==> src/rtl/wbu_char_serializer.sv <==
// ============================================================================
// Module      : wbu_char_serializer
// Description : Pops 36-bit codewords and emits them as six printable ASCII
//               digits, with a newline at burst end and an idle keep-alive.
// Revision    : 1.0 - initial release
// ============================================================================
`default_nettype none

module wbu_char_serializer #(
  parameter int          LGIDLE    = 22,
  parameter logic [35:0] IDLE_WORD = 36'h0_0000_0000
) (
  input  logic        i_clk,
  input  logic        i_rst,
  input  logic        i_stb,
  input  logic [35:0] i_codword,
  output logic        o_rd,
  output logic        o_stb,
  output logic [7:0]  o_byte,
  input  logic        i_busy
);

  typedef enum logic [1:0] {
    S_IDLE = 2'd0,
    S_SEND = 2'd1,
    S_NL   = 2'd2
  } state_t;

  localparam logic [LGIDLE-1:0] c_IDLE_ONE  = LGIDLE'(1);
  localparam logic [LGIDLE-1:0] c_IDLE_MAX  = '1;
  localparam logic [LGIDLE-1:0] c_IDLE_LAST = c_IDLE_MAX - c_IDLE_ONE;

  state_t            state_q, state_d;
  logic [35:0]       sreg_q, sreg_d;
  logic [2:0]        cnt_q, cnt_d;
  logic [LGIDLE-1:0] idle_q, idle_d;
  logic              stb_q, stb_d;
  logic [7:0]        byte_q, byte_d;

  logic              w_accept;
  logic              w_ready;
  logic              w_load;
  logic [35:0]       w_word;

  function automatic logic [7:0] f_map(input logic [5:0] d);
    logic [7:0] r;
    if (d < 6'd10)      r = 8'h30 + {2'b00, d};
    else if (d < 6'd36) r = 8'h37 + {2'b00, d};
    else if (d < 6'd62) r = 8'h3D + {2'b00, d};
    else if (d == 6'd62) r = 8'h40;
    else                 r = 8'h25;
    return r;
  endfunction

  assign w_accept = stb_q & ~i_busy;
  // The FIFO may be popped in IDLE or as the last digit of a word leaves.
  assign w_ready  = (state_q == S_IDLE) ||
                    ((state_q == S_SEND) && w_accept && (cnt_q == 3'd5));
  assign o_rd     = w_ready & i_stb & ~i_rst;
  assign o_stb    = stb_q;
  assign o_byte   = byte_q;

  always_comb begin
    state_d = state_q;
    sreg_d  = sreg_q;
    cnt_d   = cnt_q;
    idle_d  = idle_q;
    stb_d   = stb_q;
    byte_d  = byte_q;
    w_load  = 1'b0;
    w_word  = i_codword;

    case (state_q)
      S_IDLE: begin
        if (i_stb) begin
          w_load = 1'b1;
        end else if (idle_q == c_IDLE_LAST) begin
          w_load = 1'b1;
          w_word = IDLE_WORD;
        end else if (idle_q != c_IDLE_MAX) begin
          idle_d = idle_q + c_IDLE_ONE;
        end
      end
      S_SEND: begin
        if (w_accept) begin
          if (cnt_q != 3'd5) begin
            sreg_d = {sreg_q[29:0], 6'b0};
            cnt_d  = cnt_q + 3'd1;
            byte_d = f_map(sreg_q[29:24]);
          end else if (i_stb) begin
            w_load = 1'b1;
          end else begin
            state_d = S_NL;
            byte_d  = 8'h0A;
          end
        end
      end
      S_NL: begin
        if (w_accept) begin
          state_d = S_IDLE;
          stb_d   = 1'b0;
        end
      end
      default: begin
        state_d = S_IDLE;
        stb_d   = 1'b0;
      end
    endcase

    if (w_load) begin
      state_d = S_SEND;
      sreg_d  = w_word;
      cnt_d   = 3'd0;
      idle_d  = '0;
      stb_d   = 1'b1;
      byte_d  = f_map(w_word[35:30]);
    end
  end

  always_ff @(posedge i_clk) begin
    if (i_rst) begin
      state_q <= S_IDLE;
      sreg_q  <= '0;
      cnt_q   <= '0;
      idle_q  <= '0;
      stb_q   <= 1'b0;
      byte_q  <= 8'h00;
    end else begin
      state_q <= state_d;
      sreg_q  <= sreg_d;
      cnt_q   <= cnt_d;
      idle_q  <= idle_d;
      stb_q   <= stb_d;
      byte_q  <= byte_d;
    end
  end

endmodule

`default_nettype wire

==> config.mk <==
export PLATFORM = sky130hd
export DESIGN_NAME = wbu_char_serializer
export DESIGN_NICKNAME = d
export VERILOG_FILES = /design/src/rtl/wbu_char_serializer.sv
export SDC_FILE = /design/constraint.sdc
export NUM_CORES = 1
export LEC_CHECK = 0
export BUFFER_PORTS_ARGS = -buffer_cell sky130_fd_sc_hd__buf_2
export CORE_UTILIZATION = 60
export DETAILED_ROUTE_END_ITERATION = 10
export PLACE_DENSITY = 0.91
export SLEW_MARGIN = 20
export SYNTH_ARGS = -nofsm -noshare
export SYNTH_HDL_FRONTEND = slang
export SYNTH_SLANG_ARGS = --single-unit
==> constraint.sdc <==
create_clock -name i_clk -period 9 [get_ports i_clk]
set_clock_uncertainty 0.15 [all_clocks]
set_input_delay 1.35 -clock i_clk [delete_from_list [all_inputs] [get_ports i_clk]]
set_output_delay 1.35 -clock i_clk [all_outputs]
set_load 0.02 [all_outputs]
After elaboration in Yosys (flattened, before gate mapping) --
Index checks and enable logic that the tools add are counted.
Storage, ports and cells: register bits 66, bits in latches 0, bits in writable memories 0, ROM bits 0, bits of input ports 40, output and inout bits 10, logic and storage cells 99, memories kept 0
Operators by class: add/sub/neg operators 8, $mul 0, divide/modulo/power cells 0, magnitude comparators 6, eq/ne operators 19, shift-type cells 0, muxes and demuxes 35, bitwise gates (word level) 8, reduce and logical (&&, ||, !) cells 16
Operator list (number):
- 2-to-1 mux 30 bit | 4
- 2-to-1 mux 36 bit | 3
- 2-to-1 mux 7 bit | 8
- adder 6 x 6 -> 7 bit, first input constant | 6
- 2-to-1 mux 8 bit | 5
- < comparator 6 bit, second input constant | 4
- adder 22 x 1 -> 22 bit, second input constant | 1
- == test 22 bit, second input constant | 1
- != test 22 bit, second input constant | 1
- != test 3 bit, second input constant | 5
- == test 6 bit, second input constant | 2
- < comparator 6 x 4 -> 1 bit, second input constant | 2
- != test 2 bit, second input constant | 5
- AND reduction 5 bit | 2
- AND reduction 3 bit | 3
- 2-to-1 mux 1 bit | 8
- 2-to-1 mux 2 bit | 4
- case mux 2 bit (3 select lines) | 1
- nonzero test 2 bit | 3
- inverter 1 bit | 5
- case mux 1 bit (2 select lines) | 2
- AND reduction 4 bit | 1
- OR reduction 2 bit | 2
- adder 3 x 1 -> 3 bit, second input constant | 1
- other kinds (10) | 13

Longest topological paths before layout --
Gate-level depths: netlist (run 1).
depth after elaboration 10, depth in mapped cells 14, gate-level depth less buffers 14

Least setup slack after synthesis (run 1) --
No wires, ideal clock.
kind input to register, start input port i_stb, end register byte_q[3] (netlist: o_byte[3]), setup time 0.086 ns, arrival 3.834 ns, data required time 8.764 ns, setup slack 4.930 ns, stages 11, path buffers 0, cell sequence or4b_4 -> nor3_2 -> nand2_1 -> nand2_1 -> ha_1 -> o21a_1 -> nor2_1 -> a31oi_1 -> mux2i_1 -> mux2_2 -> a211oi_1
On the way: longest elaborated chain between the ends 7, elaborated cells on any way between the ends 21, those cells by class 3 x add/sub; 3 x order compare; 1 x eq/ne; 11 x mux; 3 x reduce/logical
RTL lines:
- start, declared | line 15 | input logic i_stb,
- 2-to-1 mux 36 bit | line 75 | if (i_stb) begin
- 2-to-1 mux 36 bit | line 73 | case (state_q)
- adder 6 x 6 -> 7 bit / < comparator 6 bit (equally long branches) | line 49 | else if (d < 6'd62) r = 8'h3D + {2'b00, d};
- 2-to-1 mux 7 bit | line 49
- 2-to-1 mux 7 bit | line 48 | else if (d < 6'd36) r = 8'h37 + {2'b00, d};
- 2-to-1 mux 7 bit | line 47 | if (d < 6'd10) r = 8'h30 + {2'b00, d};
- 2-to-1 mux 8 bit | line 110 | if (w_load) begin
- end signal, assigned | line 134 | byte_q <= byte_d;
- end, declared | line 38 | logic [7:0] byte_q, byte_d;
Parallel ways exist; a longest one is shown, timed or not. A chain may end at the register's enable or synchronous reset.

Final worst setup path (run 1) --
start input port i_busy, end output port o_rd
On the way: longest elaborated chain between the ends 7
RTL lines:
- start, declared | line 20 | input logic i_busy
- inverter 1 bit | line 55 | assign w_accept = stb_q & ~i_busy;
- bitwise AND 1 bit | line 55
- logical AND 1 bit (2 in series) | line 58 | ((state_q == S_SEND) && w_accept && (cnt_q == 3'd5));
- logical OR 1 bit | line 57 | assign w_ready = (state_q == S_IDLE) ||
- bitwise AND 1 bit (2 in series) | line 59 | assign o_rd = w_ready & i_stb & ~i_rst;
- end, declared | line 17 | output logic o_rd,
Every way passes these cells.

==> results.md, run 1 <==
* Status: complete, no violations
* R2r endpoint: o_byte[3]$_SDFFE_PP0P_
* Final Instance Area at 4390 um^2
* Critical Path AT at 3.00 ns
* Worst Setup EP: o_rd
* R2r worst-path depth at 13
* Gate Count Post-Synth at 492
* Power per cell area at 165 nW/um^2
* Worst hold-check path type: flip-flop to flip-flop
* Post-route ant nets at 0
* Clock slew at reported path FFs at 0.08 ns
* Synthesized area at 3920 um^2
* Latest clock arrival within the worst-skew pair at 0.35 ns
* Final count of pins violating max slew at 0
* DIE WIDTH at 82.8 um
* Fin util at 0.695
* Most area-consuming cells after synthesis: dfxtp_1 (33%), nor2_1 (5.5%), nand2_1 (5.0%), ha_1 (4.8%), o21ai_0 (4.6%)
* Most common cell in the netlist: dfxtp_1
* Synth cell types at 65
* Reg2reg setup slack at 5.18 ns
* Synth area leader: dfxtp_1
* Syn_nets at 547
* CP startpoint: i_busy
* Vias in the first global route at 3455
* Post-DP HPWL at 7160 um
* DP Area at 4160 um^2
* Detailed Route WL at 10200 um
* Max frequency at 222 MHz
* Reg2reg start: idle_q[0]$_SDFFE_PP0P_
* GRT Util Overall at 0.307
* Yosys reg bits at 65
* Post-synth top cells: dfxtp_1 (65), nor2_1 (57), nand2_1 (52), o21ai_0 (36), inv_1 (23)
* Final Hold Vio Count at 0
* Clk sink count at 65
* Area grow syn2layout at 12.0%
* Crit-path max FO at 12
* Htree depth at 3
* Wirelength per Cell at 16.9 um
* Avg Vias per Cell at 6.46
* Area share of the largest cell type after synthesis at 0.332
* Worst slew margin at 0.428
* Die ar. at 6850 um^2
* Diodes inserted at 0
* PnR worst setup slack at 4.50 ns
* Required time of the critical path at 7.50 ns
* TritonCTS buffer count at 9
* Layout Nets at 581
* Pin count of the biggest net entering global routing at 37
* IO buf count at 48
* Filler cells at 516
* Final setup viols at 0
* DR iter-0 viols at 370
* TritonCTS clock tree: built
* Initial antenna violation count at 0
* # resized after CTS at 0
* Endpoint type of the worst setup path: output port
* Setup bufs post-CTS at 0
* Grt ovf at 0
* Ports at 50
* Peak supply drop at 121 uV
* Synth Flop Type: dfxtp_1
* Critical path class: input port to output port
* P_leak at 1.61 nW
* # rows at 29
* Startpoint Class: input port
* First-pass GRT wire length at 15800 um
* GP Congestion at 0.925
* TritonRoute pass-1 iters at 5
* Core box area at 6310 um^2
* Worst slew pin tran at 0.855 ns
* Number of synthesized flops with an enable pin at 0
* Mean area per synthesized cell at 7.96 um^2
* Layout cell share with drive strength beyond 1 at 0.158
* Hold_buf cts at 0
* Die H at 82.8 um
* Seq/Total Area, Yosys at 0.332
* Tmin final at 4.50 ns
* Via count at 3930
* Setup_tns at 0 ns
* Initial core utilization at 0.620
* Tcrit/Tclk final at 0.500
* DRC Markers at 0
* Root Driver: clkbuf_8
* Async SR Flop Fraction at 0
* Clock Tree Buf Depth at 2
* Max Cap Violations at 0
* Synth warn at 0
* RSZ-0062 raised after global routing: false
* Pre-CTS setup slack at 4.33 ns
cell type report:
type	instances	area, um^2	share of cell area
Clock buffer	9	124	0.0282
Clock inverter	7	100	0.0228
Inverter	23	86.3	0.0197
Multi-Input combinational cell	375	2410	0.549
Sequential cell	65	1300	0.297
Tap cell	77	96.3	0.0220
Timing Repair Buffer	52	270	0.0616
metal layers:
layer | wire length (um) | track usage | vias up
met5 | 0 | 0 | -
met4 | 316 | 0.159 | 0
met3 | 731 | 0.0645 | 38
met2 | 4970 | 0.492 | 203
met1 | 4230 | 0.387 | 1832
li1 | - | - | 1857
through the flow:
step                      hold WS [ns]  power [W]  instances
final                            0.350   0.000724        608
after global routing             0.369   0.000752        608
after CTS                        0.351   0.000722        608
after detailed placement         0.338   0.000438        592
after global placement           0.318   0.000433        592
after floorplan                  0.308   0.000402        492
worst max-delay path: stages:
cell      delay, ns
buf_2          0.12
nand4b_1       0.22
a211o_1        0.40
nor2_1         0.61
buf_2          0.29
cells in the final DEF (no fill, tap or decap), types with 5 or more instances in the layout:
master	n
xor2_1	7
nor2_1	56
nand4_1	7
ha_1	15
mux2i_1	14
a221oi_1	6
nor4_1	5
or3_1	6
a22oi_1	8
a21oi_1	22
xnor2_1	15
o21a_1	5
nand3_1	13
o22ai_1	5
buf_2	48
inv_1	23
a211oi_1	12
nand2_1	52
dfxtp_1	65
clkbuf_8	9
nor3_1	18
o21ai_0	36
state kept, by name, indices dropped and copies added, names as in the netlist:
name / cells
cnt_q: 3
idle_q: 22
o_byte: 7
o_stb: 1
sreg_q: 30
state_q: 2
worst min path at each step:
stage	endpoint	start	slack [ns]	depth (start not counted)
2_1_floorplan	idle_q[19]$_SDFFE_PP0P_	idle_q[19]$_SDFFE_PP0P_	0.31	2
3_5_place_dp	idle_q[19]$_SDFFE_PP0P_	idle_q[19]$_SDFFE_PP0P_	0.34	2
5_1_grt	sreg_q[20]$_SDFFE_PP0P_	sreg_q[20]$_SDFFE_PP0P_	0.37	2
4_1_cts	idle_q[19]$_SDFFE_PP0P_	idle_q[19]$_SDFFE_PP0P_	0.35	2
3_3_place_gp	idle_q[19]$_SDFFE_PP0P_	idle_q[19]$_SDFFE_PP0P_	0.32	2
6_report	idle_q[19]$_SDFFE_PP0P_	idle_q[19]$_SDFFE_PP0P_	0.35	2
cells by family (layout without fill, tap and decap cells):
logic type | Yosys count | count (layout) | share of synthesized area
simple gates | 183 | 183 | 0.229
compound gates | 137 | 137 | 0.241
flops | 65 | 65 | 0.332
buf+inv | 52 | 91 | 0.0547
xor+xnor | 22 | 22 | 0.0492
mux | 17 | 17 | 0.0444
fa+ha+maj | 15 | 15 | 0.0479
other cells | 1 | 1 | 0.000958
power by group:
part | leakage (nW) | total [W] | switching [W] | internal (W)
Sequential | 0.531 | 0.000317 | 0.0000152 | 0.000302
Combinational | 0.969 | 0.000118 | 0.0000711 | 0.0000473
Clock | 0.115 | 0.000288 | 0.000129 | 0.000159
(Power assumes the default switching activity.)
==> run 2: changes to the inputs <==
--- a/config.mk
+++ b/config.mk
@@ -6,9 +6,9 @@
 export NUM_CORES = 1
 export LEC_CHECK = 0
 export BUFFER_PORTS_ARGS = -buffer_cell sky130_fd_sc_hd__buf_2
-export CORE_UTILIZATION = 60
+export CORE_UTILIZATION = 53
 export DETAILED_ROUTE_END_ITERATION = 10
-export PLACE_DENSITY = 0.91
+export PLACE_DENSITY = 0.86
 export SLEW_MARGIN = 20
 export SYNTH_ARGS = -nofsm -noshare
 export SYNTH_HDL_FRONTEND = slang
==> constraint.sdc (replaced) <==
create_clock -name i_clk -period 4.08 [get_ports i_clk]
set_clock_uncertainty 0.15 [all_clocks]
set_input_delay 0.612 -clock i_clk [delete_from_list [all_inputs] [get_ports i_clk]]
set_output_delay 0.612 -clock i_clk [all_outputs]
set_load 0.02 [all_outputs]
==> run 2 against run 1 <==
  * Utilization fell by 6.3 points
  * Critical endpoint is now o_byte[3]$_SDFFE_PP0P_
  * First-iteration DRC count rose by 12%
  * Via count fell by 1.9%
  * Sequential share of layout area fell by 0.14 points
  * Combinational power rose by 120%
  * Worst hold slack got worse by 0.041 ns
  * Register-to-register slack got worse by 4.9 ns
  * Critical path type is now flip-flop to flip-flop
  * Clock power rose by 110%
==> results.md, run 2 (same netlist as run 1, synthesis figures left out) <==
* Status: complete, no violations
* Post-DP HPWL at 7070 um (-1.4%)
* IO buf count at 48 (unchanged)
* Worst slew pin tran at 0.896 ns (+0.0413 ns)
* TritonCTS buffer count at 9 (unchanged)
* Largest Register: sreg_q
* Pre-CTS setup slack at 0.147 ns (-4.19 ns)
* Die H at 87.9 um (+6.2%)
* Commonest non-fill, non-tap cell in the layout: dfxtp_1
* Latest clock arrival within the worst-skew pair at 0.35 ns (about the same)
* Tcrit/Tclk final at 0.938
* TritonRoute pass-1 iters at 6 (+1)
* CP startpoint: idle_q[0]$_SDFFE_PP0P_
* Layout Nets at 582 (+0.17%)
* Setup_tns at 0 ns (unchanged)
* Filler cells at 638 (+24%)
* Most frequent cells in the layout: dfxtp_1 (65), nor2_1 (56), nand2_1 (52)
* Grt ovf at 0 (unchanged)
* Power per cell area at 352 nW/um^2 (+110%)
* First-pass GRT wire length at 16400 um (+3.9%)
* Reg2reg setup slack at 0.25 ns (-4.93 ns)
* Crit-path max FO at 7 (-5)
* Tot Pwr at 0.00155 W (+110%)
* Clock slew at reported path FFs at 0.08 ns (about the same)
* Die ar. at 7730 um^2 (+13%)
* Detailed Route WL at 10000 um (-2.1%)
* # rows at 30 (+3.4%)
* Critical path class: flip-flop to flip-flop
* Worst Setup EP: o_byte[3]$_SDFFE_PP0P_
* DRC Markers at 0 (unchanged)
* Hold_buf cts at 0 (unchanged)
* Final Hold Vio Count at 0 (unchanged)
* Startpoint Class: flip-flop
* Max reg flops at 30 (unchanged)
* GP Congestion at 0.911 (-1.5%)
* GRT Util Overall at 0.272 (-0.0354)
* Final setup viols at 0 (unchanged)
* TritonCTS clock tree: built
* PnR worst setup slack at 0.255 ns (-4.25 ns)
* DIE WIDTH at 87.9 um (+6.2%)
* R2r endpoint: o_byte[3]$_SDFFE_PP0P_
* Clk sink count at 65 (unchanged)
* # resized after CTS at 0 (unchanged)
* Pin count of the biggest net entering global routing at 39 (+5.4%)
* Worst hold-check path type: input port to flip-flop
* Vias in the first global route at 3510 (+1.6%)
* RSZ-0062 raised after global routing: false
* Diodes inserted at 0 (unchanged)
* P_leak at 1.61 nW (-0.45%)
* Initial core utilization at 0.561 (-0.0593)
* Max frequency at 261 MHz
* Endpoint type of the worst setup path: flip-flop
* Avg Vias per Cell at 6.14 (-5.0%)
* Core box area at 6980 um^2 (+11%)
* Root Driver: clkbuf_8
* Wirelength per Cell at 16.0 um (-5.2%)
* DR iter-0 viols at 414 (+12%)
* Htree depth at 3 (unchanged)
* Peak supply drop at 267 uV (+120%)
* Worst slew margin at 0.403 (-0.0254)
* R2r worst-path depth at 13 (unchanged)
* Layout cell share with drive strength beyond 1 at 0.160 (+0.00158)
* Reg2reg start: idle_q[0]$_SDFFE_PP0P_
* Clock Tree Buf Depth at 2 (unchanged)
* Setup bufs post-CTS at 0 (unchanged)
* Required time of the critical path at 4.20 ns (-3.30 ns)
* Max Cap Violations at 0 (unchanged)
* Final count of pins violating max slew at 0 (unchanged)
* Ports at 50 (unchanged)
* Critical Path AT at 3.94 ns (+0.94 ns)
* Initial antenna violation count at 0 (unchanged)
* Tmin final at 3.83 ns
* Post-route ant nets at 0 (unchanged)
* Via count at 3856 (-1.9%)
* Area grow syn2layout at 12.6%
[run 2: cell count changes in the layout (fill, tap and decap cells not counted), sizes merged]
cell / previous run / this run
inv: 26 / 24
buf: 52 / 53
clkinv: 2 / 1
clkbuf: 9 / 11
clkinvlp: 0 / 2
bufinv: 2 / 1
[run 2: stage by stage]
step                utilization  std cells  instance area (um^2)  hold slack, ns
floorplan                     -        492                  3920           0.308
global placement          0.601        612                  4190           0.320
detailed placement        0.601        612                  4190           0.340
CTS                       0.631        628                  4410           0.305
global route              0.631        628                  4410           0.315
finish                    0.631        628                  4410           0.309
[run 2: power breakdown]
| group | switching [W] | internal, W |
|---|---|---|
| clock network | 0.000275 | 0.000319 |
| logic | 0.000154 | 0.000105 |
| registers | 0.0000324 | 0.000666 |
| total | 0.000462 | 0.00109 |
[run 2: metal layers]
metal | vias up | global-route usage | share of wire
met1 | 1809 | 0.346 | 0.44
met3 | 18 | 0.0547 | 0.068
met4 | 0 | 0.115 | 0.020
li1 | 1861 | - | -
met5 | - | 0 | 0
met2 | 168 | 0.447 | 0.47
[run 2: critical path, cell delays in order (launching register included)]
cell and delay, ns:
dfxtp_1 0.33, inv_1 0.09, ha_1 0.20, or4b_4 0.51, nor3_2 0.27, nand2_1 0.23
nand2_1 0.21, ha_1 0.21, o21a_1 0.17, nor2_1 0.09, a31oi_1 0.62, mux2i_1 0.17
mux2_2 0.30, a211oi_1 0.22
[run 2: cell type report]
type                    count  area (um^2)  area share
clock buffers              11          151      0.0344
clock inverters             5         62.6      0.0142
inverters                  23         86.3      0.0196
multi-input cells         375         2410       0.546
flip-flops and latches     65         1300       0.295
well taps                  96          120      0.0273
repair buffers             53          278      0.0630
[run 2: worst min-delay path by stage]
| stage | startpoint | cells past startpoint | end |
|---|---|---|---|
| floorplan | idle_q[19]$_SDFFE_PP0P_ | 2 | idle_q[19]$_SDFFE_PP0P_ |
| global route | i_codword[9] | 3 | sreg_q[9]$_SDFFE_PP0P_ |
| finish | i_codword[10] | 3 | sreg_q[10]$_SDFFE_PP0P_ |
| global placement | idle_q[19]$_SDFFE_PP0P_ | 2 | idle_q[19]$_SDFFE_PP0P_ |
| detailed placement | idle_q[19]$_SDFFE_PP0P_ | 2 | idle_q[19]$_SDFFE_PP0P_ |
| CTS | i_codword[10] | 3 | sreg_q[10]$_SDFFE_PP0P_ |
==> run 3: changes to the inputs <==
--- a/config.mk
+++ b/config.mk
@@ -6,9 +6,9 @@
 export NUM_CORES = 1
 export LEC_CHECK = 0
 export BUFFER_PORTS_ARGS = -buffer_cell sky130_fd_sc_hd__buf_2
-export CORE_UTILIZATION = 53
+export CORE_UTILIZATION = 35
 export DETAILED_ROUTE_END_ITERATION = 10
-export PLACE_DENSITY = 0.86
+export PLACE_DENSITY = 0.64
 export SLEW_MARGIN = 20
 export SYNTH_ARGS = -nofsm -noshare
 export SYNTH_HDL_FRONTEND = slang
==> run 3 against run 2 <==
  * Utilization fell by 22 points
  * First-iteration DRC count down 55%
  * Largest cell class unchanged
  * Clock-buffer cell count rose by 1
  * Power increased by 0.65%
  * Critical endpoint unchanged
  * Critical path type unchanged
  * Highest routed layer unchanged
  * Sequential share of layout area shrank 0.38 points
  * Register-to-register slack improved by 0.21 ns
  * Via count down 3.0%
  * Sequential power is essentially flat
==> results.md, run 3 (same netlist as run 1, synthesis figures left out) <==
* GRT Util Overall at 0.190 (-0.0812)
* Required time of the critical path at 4.20 ns (about the same)
* Multi-input gate area at 2410 um^2 (+0.26%)
* Max frequency at 277 MHz (+5.9%)
* Latest clock arrival within the worst-skew pair at 0.35 ns (about the same)
* Peak supply drop at 211 uV (-21%)
* Core box area at 10900 um^2 (+56%)
* Via count at 3740 (-3.0%)
* Tot Pwr at 0.00156 W (+0.65%)
* Clk sink count at 65 (unchanged)
* Commonest non-fill, non-tap cell in the layout: dfxtp_1
* Area grow syn2layout at 14.0%
* P_leak at 1.61 nW (+0.29%)
* Post-route ant nets at 0 (unchanged)
* Initial antenna violation count at 0 (unchanged)
* Fin cells at 671 (+6.8%)
* DR iter-0 viols at 185 (-55%)
* Vias in the first global route at 3567 (+1.6%)
* TritonCTS clock tree: built
* GP Congestion at 0.910 (-0.12%)
* Worst slew margin at 0.398 (-0.00442)
* Clock Tree Buf Depth at 2 (unchanged)
* First-pass GRT wire length at 17300 um (+5.4%)
* Status: complete, no violations
* # rows at 38 (+27%)
* Layout cell share with drive strength beyond 1 at 0.156 (-0.00347)
* RSZ-0062 raised after global routing: false
* Endpoint type of the worst setup path: flip-flop
* Hold_buf cts at 0 (unchanged)
* Die H at 108 um (+23%)
* Largest Register: sreg_q
* Pin count of the biggest net entering global routing at 36 (-7.7%)
* Ports at 50 (unchanged)
* Diodes inserted at 0 (unchanged)
* Filler cells at 1110 (+74%)
* Storage element area at 1300 um^2 (unchanged)
* Detailed Route WL at 10300 um (+3.2%)
* Critical path class: flip-flop to flip-flop
* Root Driver: clkbuf_8
* Post-DP HPWL at 7490 um (+6.0%)
* Max reg flops at 30 (unchanged)
* Critical Path AT at 3.73 ns (-0.21 ns)
* R2r endpoint: o_byte[3]$_SDFFE_PP0P_
* TritonCTS buffer count at 9 (unchanged)
* R2r worst-path depth at 13 (unchanged)
* Initial core utilization at 0.360 (-0.201)
* Final count of pins violating max slew at 0 (unchanged)
* Final setup viols at 0 (unchanged)
* Startpoint Class: flip-flop
* Final Hold Vio Count at 0 (unchanged)
* Clock slew at reported path FFs at 0.07 ns (about the same)
* Layout Nets at 582 (unchanged)
* Worst Setup EP: o_byte[3]$_SDFFE_PP0P_
* Slowest stage cell on the critical path: or4b_4
* Wirelength per Cell at 15.4 um (-3.5%)
* Max Cap Violations at 0 (unchanged)
* Pre-CTS setup slack at 0.145 ns (-0.00146 ns)
* Worst hold slack at 0.311 ns (+0.00179 ns)
* Placed Instances at 656 (+7.2%)
* Crit-path max FO at 8 (+1)
* Die ar. at 11600 um^2 (+50%)
* CP startpoint: idle_q[0]$_SDFFE_PP0P_
* CP cell instances: inv_1 > ha_1 > or4b_4 > nor3_2 > nand2_1 > nand2_1 > inv_1 > ha_1 > nor2_1 > a31oi_2 > mux2i_1 > mux2_2 > a211oi_1
* Tcrit/Tclk final at 0.885 (-0.0523)
* Power per cell area at 350 nW/um^2 (-0.65%)
* Grt ovf at 0 (unchanged)
* Reg2reg start: idle_q[0]$_SDFFE_PP0P_
* TritonRoute pass-1 iters at 4 (-2)
* Worst slew pin tran at 0.899 ns (+0.00331 ns)
* Tmin final at 3.61 ns (-0.214 ns)
* Slowest Stage Delay on Critical Path at 0.51 ns (-0.11 ns)
* Htree depth at 3 (unchanged)
* Most frequent cells in the layout: dfxtp_1 (65), nor2_1 (56), nand2_1 (52)
* Avg Vias per Cell at 5.57 (-9.2%)
* Worst hold-check path type: input port to flip-flop
* Reg2reg setup slack at 0.47 ns (+0.21 ns)
* Setup_tns at 0 ns (unchanged)
* DIE WIDTH at 108 um (+23%)
* IO buf count at 48 (unchanged)
* DRC Markers at 0 (unchanged)
* PnR worst setup slack at 0.468 ns (+0.214 ns)
==> run 3: where the power goes <==
part / leakage [nW] / internal [W] / switching, W
sequential: 0.531 / 0.000667 / 0.0000334
combinational: 0.974 / 0.000105 / 0.000153
clock: 0.106 / 0.000357 / 0.000246
total: 1.61 / 0.00113 / 0.000433
==> run 3: routing by layer <==
layer | GRT usage | vias to the layer above | routed length [um]
met3 | 0.0309 | 24 | 474
met1 | 0.250 | 1764 | 4790
li1 | - | 1864 | -
met4 | 0.0949 | 0 | 296
met2 | 0.300 | 88 | 4790
met5 | 0 | - | 0
==> run 3: worst min path at each step <==
stage                                       start                       to  slack [ns]  cells after the start
after floorplan           idle_q[19]$_SDFFE_PP0P_  idle_q[19]$_SDFFE_PP0P_        0.31                      2
after global placement    idle_q[19]$_SDFFE_PP0P_  idle_q[19]$_SDFFE_PP0P_        0.32                      2
after detailed placement  idle_q[19]$_SDFFE_PP0P_  idle_q[19]$_SDFFE_PP0P_        0.34                      2
after CTS                            i_codword[9]   sreg_q[9]$_SDFFE_PP0P_        0.30                      3
after global routing                i_codword[12]  sreg_q[12]$_SDFFE_PP0P_        0.31                      3
final                               i_codword[12]  sreg_q[12]$_SDFFE_PP0P_        0.31                      3
==> run 3: area by class of cell <==
cell class | count | area share
well taps | 140 | 0.0392
flip-flops and latches | 65 | 0.291
clock buffers | 12 | 0.0325
repair buffers | 53 | 0.0622
inverters | 23 | 0.0193
clock inverters | 3 | 0.0146
multi-input cells | 375 | 0.541
==> run 3: worst max-delay path: cells and delay by family (launching register included) <==
kind | cells | cell delay (ns)
AOI/OAI and AO/OA | 2 | 0.37
adders and majority gates | 2 | 0.51
buffers and inverters | 2 | 0.19
muxes | 2 | 0.48
and+or+nand+nor | 5 | 1.51
DFF | 1 | 0.33
==> run 3: through the flow <==
step	cell area (um^2)	utilization
after floorplan	3920	-
after global placement	4250	0.390
after detailed placement	4250	0.390
after CTS	4460	0.409
after global routing	4460	0.410
final	4460	0.410
==> run 3: repair_timing <==
action,CTS,global route
setup endpoints to repair,0,1
resized for setup,0,1
buffers inserted,0,0
